**src/rtl/pipeline_ctrl_pkg.sv**
```systemverilog
// Shared types and defaults for the pipeline stall/flush controller.
//   mem_state_e            : data-memory access sequencer states
//   TIMEOUT_CYCLES_DEFAULT : default REQ+WAIT cycle budget per access
//   CNT_W_DEFAULT          : default width of the memory-stall counter
package pipeline_ctrl_pkg;

  typedef enum logic [1:0] {
    IDLE,
    REQ,
    WAIT,
    ERR
  } mem_state_e;

  localparam int unsigned TIMEOUT_CYCLES_DEFAULT = 64;
  localparam int unsigned CNT_W_DEFAULT          = 32;

endpackage

```
**src/rtl/dmem_access_fsm.sv**
```systemverilog
// Data-memory access sequencer for the MEM stage.
//   clk, reset     : clock, asynchronous active-high reset
//   mem_access_m   : MEM instruction is a load or store
//   dmem_gnt       : memory accepted the request
//   dmem_rvalid    : access complete
//   dmem_req       : request, held until granted
//   mem_stall      : MEM instruction must be held this cycle
//   bus_error      : one-cycle pulse when an access is abandoned
module dmem_access_fsm
  import pipeline_ctrl_pkg::*;
#(
  parameter int unsigned TIMEOUT_CYCLES = TIMEOUT_CYCLES_DEFAULT
) (
  input  logic clk,
  input  logic reset,
  input  logic mem_access_m,
  input  logic dmem_gnt,
  input  logic dmem_rvalid,
  output logic dmem_req,
  output logic mem_stall,
  output logic bus_error
);

  localparam int unsigned     TO_W    = $clog2(TIMEOUT_CYCLES);
  localparam logic [TO_W-1:0] TO_LAST = TO_W'(TIMEOUT_CYCLES - 1);

  mem_state_e      state_q, state_d;
  logic [TO_W-1:0] to_cnt_q, to_cnt_d;
  logic            done;
  logic            timeout;

  always_ff @(posedge clk or posedge reset) begin
    if (reset) begin
      state_q  <= IDLE;
      to_cnt_q <= '0;
    end else begin
      state_q  <= state_d;
      to_cnt_q <= to_cnt_d;
    end
  end

  // Completion takes priority over an expiring timeout in the same cycle.
  always_comb begin
    done     = (state_q == WAIT) && dmem_rvalid;
    timeout  = (state_q inside {REQ, WAIT}) && !done && (to_cnt_q == TO_LAST);
    state_d  = state_q;
    to_cnt_d = to_cnt_q;
    unique case (state_q)
      IDLE: begin
        to_cnt_d = '0;
        if (mem_access_m) state_d = dmem_gnt ? WAIT : REQ;
      end
      REQ: begin
        to_cnt_d = to_cnt_q + 1'b1;
        if (timeout)       state_d = ERR;
        else if (dmem_gnt) state_d = WAIT;
      end
      WAIT: begin
        to_cnt_d = to_cnt_q + 1'b1;
        if (done)         state_d = IDLE;
        else if (timeout) state_d = ERR;
      end
      ERR: begin
        to_cnt_d = '0;
        state_d  = IDLE;
      end
      default: begin
        to_cnt_d = '0;
        state_d  = IDLE;
      end
    endcase
  end

  always_comb begin
    dmem_req  = ((state_q == IDLE) && mem_access_m) || (state_q == REQ);
    mem_stall = mem_access_m && !done && (state_q != ERR);
    bus_error = (state_q == ERR);
  end

endmodule

```
**src/rtl/pipeline_ctrl.sv**
```systemverilog
// Central stall/flush controller for the 5-stage pipeline.
//   clk, reset             : clock, asynchronous active-high reset
//   Rs1D, Rs2D, RdE        : Decode sources / EX destination
//   ResultSrcE0            : EX instruction is a load
//   PCSrcE                 : branch/jump taken in EX
//   MemAccessM             : MEM instruction accesses data memory
//   dmem_req/gnt/rvalid    : data-memory handshake
//   StallF/D/E/M           : hold stage register
//   FlushD/E/W             : bubble stage register
//   bus_error              : access timed out (one-cycle pulse)
//   mem_stall_cnt          : saturating count of memory-stall cycles
module pipeline_ctrl
  import pipeline_ctrl_pkg::*;
#(
  parameter int unsigned TIMEOUT_CYCLES = TIMEOUT_CYCLES_DEFAULT,
  parameter int unsigned CNT_W          = CNT_W_DEFAULT
) (
  input  logic             clk,
  input  logic             reset,
  input  logic [4:0]       Rs1D,
  input  logic [4:0]       Rs2D,
  input  logic [4:0]       RdE,
  input  logic             ResultSrcE0,
  input  logic             PCSrcE,
  input  logic             MemAccessM,
  output logic             dmem_req,
  input  logic             dmem_gnt,
  input  logic             dmem_rvalid,
  output logic             StallF,
  output logic             StallD,
  output logic             StallE,
  output logic             StallM,
  output logic             FlushD,
  output logic             FlushE,
  output logic             FlushW,
  output logic             bus_error,
  output logic [CNT_W-1:0] mem_stall_cnt
);

  logic             mem_stall;
  logic             lw_stall;
  logic             lw_eff;
  logic [CNT_W-1:0] mem_stall_cnt_q, mem_stall_cnt_d;

  dmem_access_fsm #(
    .TIMEOUT_CYCLES(TIMEOUT_CYCLES)
  ) u_dmem_access_fsm (
    .clk         (clk),
    .reset       (reset),
    .mem_access_m(MemAccessM),
    .dmem_gnt    (dmem_gnt),
    .dmem_rvalid (dmem_rvalid),
    .dmem_req    (dmem_req),
    .mem_stall   (mem_stall),
    .bus_error   (bus_error)
  );

  // A taken branch flushes Decode anyway, so the load-use stall is dropped.
  always_comb begin
    lw_stall = ResultSrcE0 && ((Rs1D == RdE) || (Rs2D == RdE)) && (RdE != '0);
    lw_eff   = lw_stall && !PCSrcE;
  end

  // Memory stall freezes the whole front of the pipe and defers any flush.
  always_comb begin
    StallF = mem_stall || lw_eff;
    StallD = mem_stall || lw_eff;
    StallE = mem_stall;
    StallM = mem_stall;
    FlushW = mem_stall;
    FlushE = !mem_stall && (lw_eff || PCSrcE);
    FlushD = !mem_stall && PCSrcE;
  end

  always_comb begin
    mem_stall_cnt_d = mem_stall_cnt_q;
    if (mem_stall && (mem_stall_cnt_q != '1)) mem_stall_cnt_d = mem_stall_cnt_q + 1'b1;
  end

  always_ff @(posedge clk or posedge reset) begin
    if (reset) mem_stall_cnt_q <= '0;
    else       mem_stall_cnt_q <= mem_stall_cnt_d;
  end

  assign mem_stall_cnt = mem_stall_cnt_q;

endmodule

```
**config.mk**
```make
export PLATFORM = sky130hd
export DESIGN_NAME = pipeline_ctrl
export DESIGN_NICKNAME = d
export VERILOG_FILES = /design/src/rtl/pipeline_ctrl_pkg.sv /design/src/rtl/dmem_access_fsm.sv /design/src/rtl/pipeline_ctrl.sv
export SDC_FILE = /design/constraint.sdc
export NUM_CORES = 1
export LEC_CHECK = 0
export ABC_AREA = 1
export BUFFER_PORTS_ARGS = -buffer_cell sky130_fd_sc_hd__buf_4
export CAP_MARGIN = 30
export CORE_ASPECT_RATIO = 0.8
export CORE_MARGIN = 3
export CORE_UTILIZATION = 36
export CTS_CLUSTER_SIZE = 40
export DETAILED_ROUTE_END_ITERATION = 8
export GPL_ROUTABILITY_DRIVEN = 0
export PLACE_DENSITY = 0.59
export SLEW_MARGIN = 20
export SYNTH_ARGS = -nofsm -noshare
export SYNTH_HDL_FRONTEND = slang
export SYNTH_HIERARCHICAL = 1
export SYNTH_SLANG_ARGS = --single-unit
```
**constraint.sdc**
```tcl
create_clock -name clk -period 3.1 [get_ports clk]
set_input_delay 0.465 -clock clk [delete_from_list [all_inputs] [get_ports clk]]
set_output_delay 0.465 -clock clk [all_outputs]
set_load 0.01 [all_outputs]
```
==> flow_summary.ini <==
[global_route]
globalRouteMet3Util = 0.0282
met2_usage = 0.261
grt_pass1_wl_um = 12900
grtUsageMet1 = 0.259
overflow = 0
antenna_found_initial = 0
grt_max_degree = 34
grt_pass1_vias = 2747
grt_usage = 0.172
grt-busiest-layer = met2

[sta]
slew_violations = 0
tns_ns = 0
fmax_mhz = 432
whs_ns = 0.117
min_period_ns = 2.31
post-route-period-util = 0.747
setup_viol = 0
rsz0062_at_grt = no
finalHoldViolCount = 0
slew-limit-headroom = 0.548
tightest_slew_ns = 0.677
finalClockSkew_ns = 0.00702

[route]
vias_per_cell = 4.58
drt_iter0_markers = 116
wirelength_um = 7590
wl_per_cell_um = 11.8
ant_nets = 0
via_count = 2954
firstDrtPassIters = 4
drc = 0

[layout]
antenna_cells = 0
layout.nets = 568
fillCellCount = 801
syn2layout_area_growth_pct = 21.2
final_cells = 645
drive_above_1_share = 0.161
multi_input_area_um2 = 1650
area.sequential_um2 = 1000

[clock_tree]
cts-root-buf = clkbuf_8
clock_latency_ns = 0.29
htreeDepth = 2
postCtsResizedCells = 0
cts_tree = done
cts_buffers = 5
postCtsSetupRepairBufs = 0
hold_buffers = 0
clkTransAtPathRegs_ns = 0.08
clock_path_buffers = 2
cts_sinks = 40

[setup_path]
start_kind = flip-flop
crit_fanout = 10
critical_path_class = reg -> out
crit_required_ns = 2.63
r2r_cells = 10
arrival_ns = 1.85
critPathCaptureType = output pin
regToRegSetupSlack_ns = 0.94

[yosys]
ys_types = 23
ys_warn_count = 6
synth_area_per_cell_um2 = 6.21
netlist_instances = 476
syn_area_um2 = 2950
ys_ff_latch = 40
synth-seq-area-share = 0.339
synth_nets = 505

[min_path]
hold_path_class = in -> async

[floorplan]
die_h_um = 87.0
start_util = 0.385
num_rows = 28
die_area_um2 = 9340
core_um2 = 7670
die_x_um = 107
io_pins = 63

[power]
sw_frac_of_total = 0.383
pwr-share-clk = 0.224
intPower_mw = 1.00
leakage_nw = 1.86
p_sw_mw = 0.621
combinationalPowerShare = 0.375
pwr-share-seq = 0.401
peakVddDrop_mv = 0.273
power_density_nw_per_um2 = 453
power_mw = 1.62

[placed_design]
numPortBuffers = 62
dp_hpwl_um = 6120
dpl.cell_count = 637

[status]
status = finished clean

[flow_run]
drv_cap = 0
layout make-up:
type	instances	share of cell area
clock buffers	8	0.0252
inverters	59	0.0625
multi-input cells	369	0.462
flip-flops and latches	40	0.280
well taps	105	0.0367
repair buffers	64	0.134
registers in the layout, summed over array words and instances (netlist names):
name / flops
u_dmem_access_fsm/to_cnt_q: 6
u_dmem_access_fsm/state_q: 2
mem_stall_cnt: 32
path summary, 6_finish.rpt:
path / from / endpoint
setup / recovery: u_dmem_access_fsm/state_q[0] / FlushE
hold / removal: reset / u_dmem_access_fsm/to_cnt_q[3]
setup reg to reg: mem_stall_cnt[0] / mem_stall_cnt[25]
hold reg to reg: u_dmem_access_fsm/to_cnt_q[0] / u_dmem_access_fsm/to_cnt_q[0]
max in group asynchronous: reset / mem_stall_cnt[20]
min in group clk: u_dmem_access_fsm/to_cnt_q[0] / u_dmem_access_fsm/to_cnt_q[0]
cells by family (layout without fill, tap and decap cells):
kind of cell    Yosys count  count (layout)  share of synthesized area
simple gates            327             327                      0.447
buf+inv                  67             131                      0.101
flops                    40              40                      0.339
compound gates           19              19                     0.0360
xor+xnor                 16              16                     0.0474
fa+ha+maj                 7               7                     0.0296
critical path: stages (launching register included):
cell,delay (ns)
dfrtp_1,0.40
inv_1,0.09
ha_1,0.25
nand2_1,0.08
inv_1,0.06
nor3_1,0.13
buf_4,0.21
inv_1,0.07
nand3_1,0.08
nand2_1,0.05
buf_4,0.13
layout by cell type, fill, tap and decap left out, drive strengths merged:
cell type,synthesis,final
clkbuf,0,8
xnor2,7,7
dfrtp,40,40
nand4,4,4
nor2,69,69
a21oi,6,6
inv,59,59
buf,8,64
nor3,1,1
nand3,25,25
xor2,9,9
o21ai,13,13
ha,7,7
nand2,228,228
routing by layer:
| metal | part of all wire | up-vias |
|---|---|---|
| met5 | 0 | - |
| met4 | 0.0065 | 0 |
| met3 | 0.052 | 7 |
| met2 | 0.42 | 52 |
| met1 | 0.52 | 1331 |
| li1 | - | 1564 |
synth_stat cells:
library cell | n | share of area
a21oi_1 | 6 | 0.010
buf_4 | 4 | 0.010
o21ai_1 | 1 | 0.0017
xnor2_1 | 7 | 0.021
nand2_1 | 222 | 0.28
nor2_4 | 2 | 0.0076
inv_1 | 57 | 0.072
nand3_1 | 23 | 0.039
nor2_1 | 65 | 0.083
inv_4 | 1 | 0.0021
dfrtp_1 | 40 | 0.34
nand2_2 | 5 | 0.011
xor2_1 | 9 | 0.027
nor2_2 | 2 | 0.0042
nand4_1 | 4 | 0.0085
inv_2 | 1 | 0.0013
nor3_1 | 1 | 0.0017
nand3_2 | 2 | 0.0068
nand2_4 | 1 | 0.0038
o21ai_2 | 3 | 0.0089
buf_6 | 4 | 0.015
ha_1 | 7 | 0.030
o21ai_0 | 9 | 0.015
power by group through the flow:
stage          Clock, mW  Combinational [mW]  Sequential [mW]
6_report           0.363               0.608            0.651
2_1_floorplan          0               0.438            0.656
3_5_place_dp           0               0.614            0.661
5_1_grt            0.394               0.693            0.662
3_3_place_gp           0               0.607            0.657
4_1_cts            0.371               0.615            0.651
through the flow:
| stage | util | setup WS [ns] | instance area (um^2) |
|---|---|---|---|
| 6_report | 0.467 | 0.785 | 3580 |
| 5_1_grt | 0.467 | 0.637 | 3580 |
| 4_1_cts | 0.467 | 0.783 | 3580 |
| 3_5_place_dp | 0.455 | 0.943 | 3490 |
| 3_3_place_gp | 0.455 | 1.05 | 3490 |
| 2_1_floorplan | - | 0.577 | 2950 |
(Power assumes the default switching activity.)
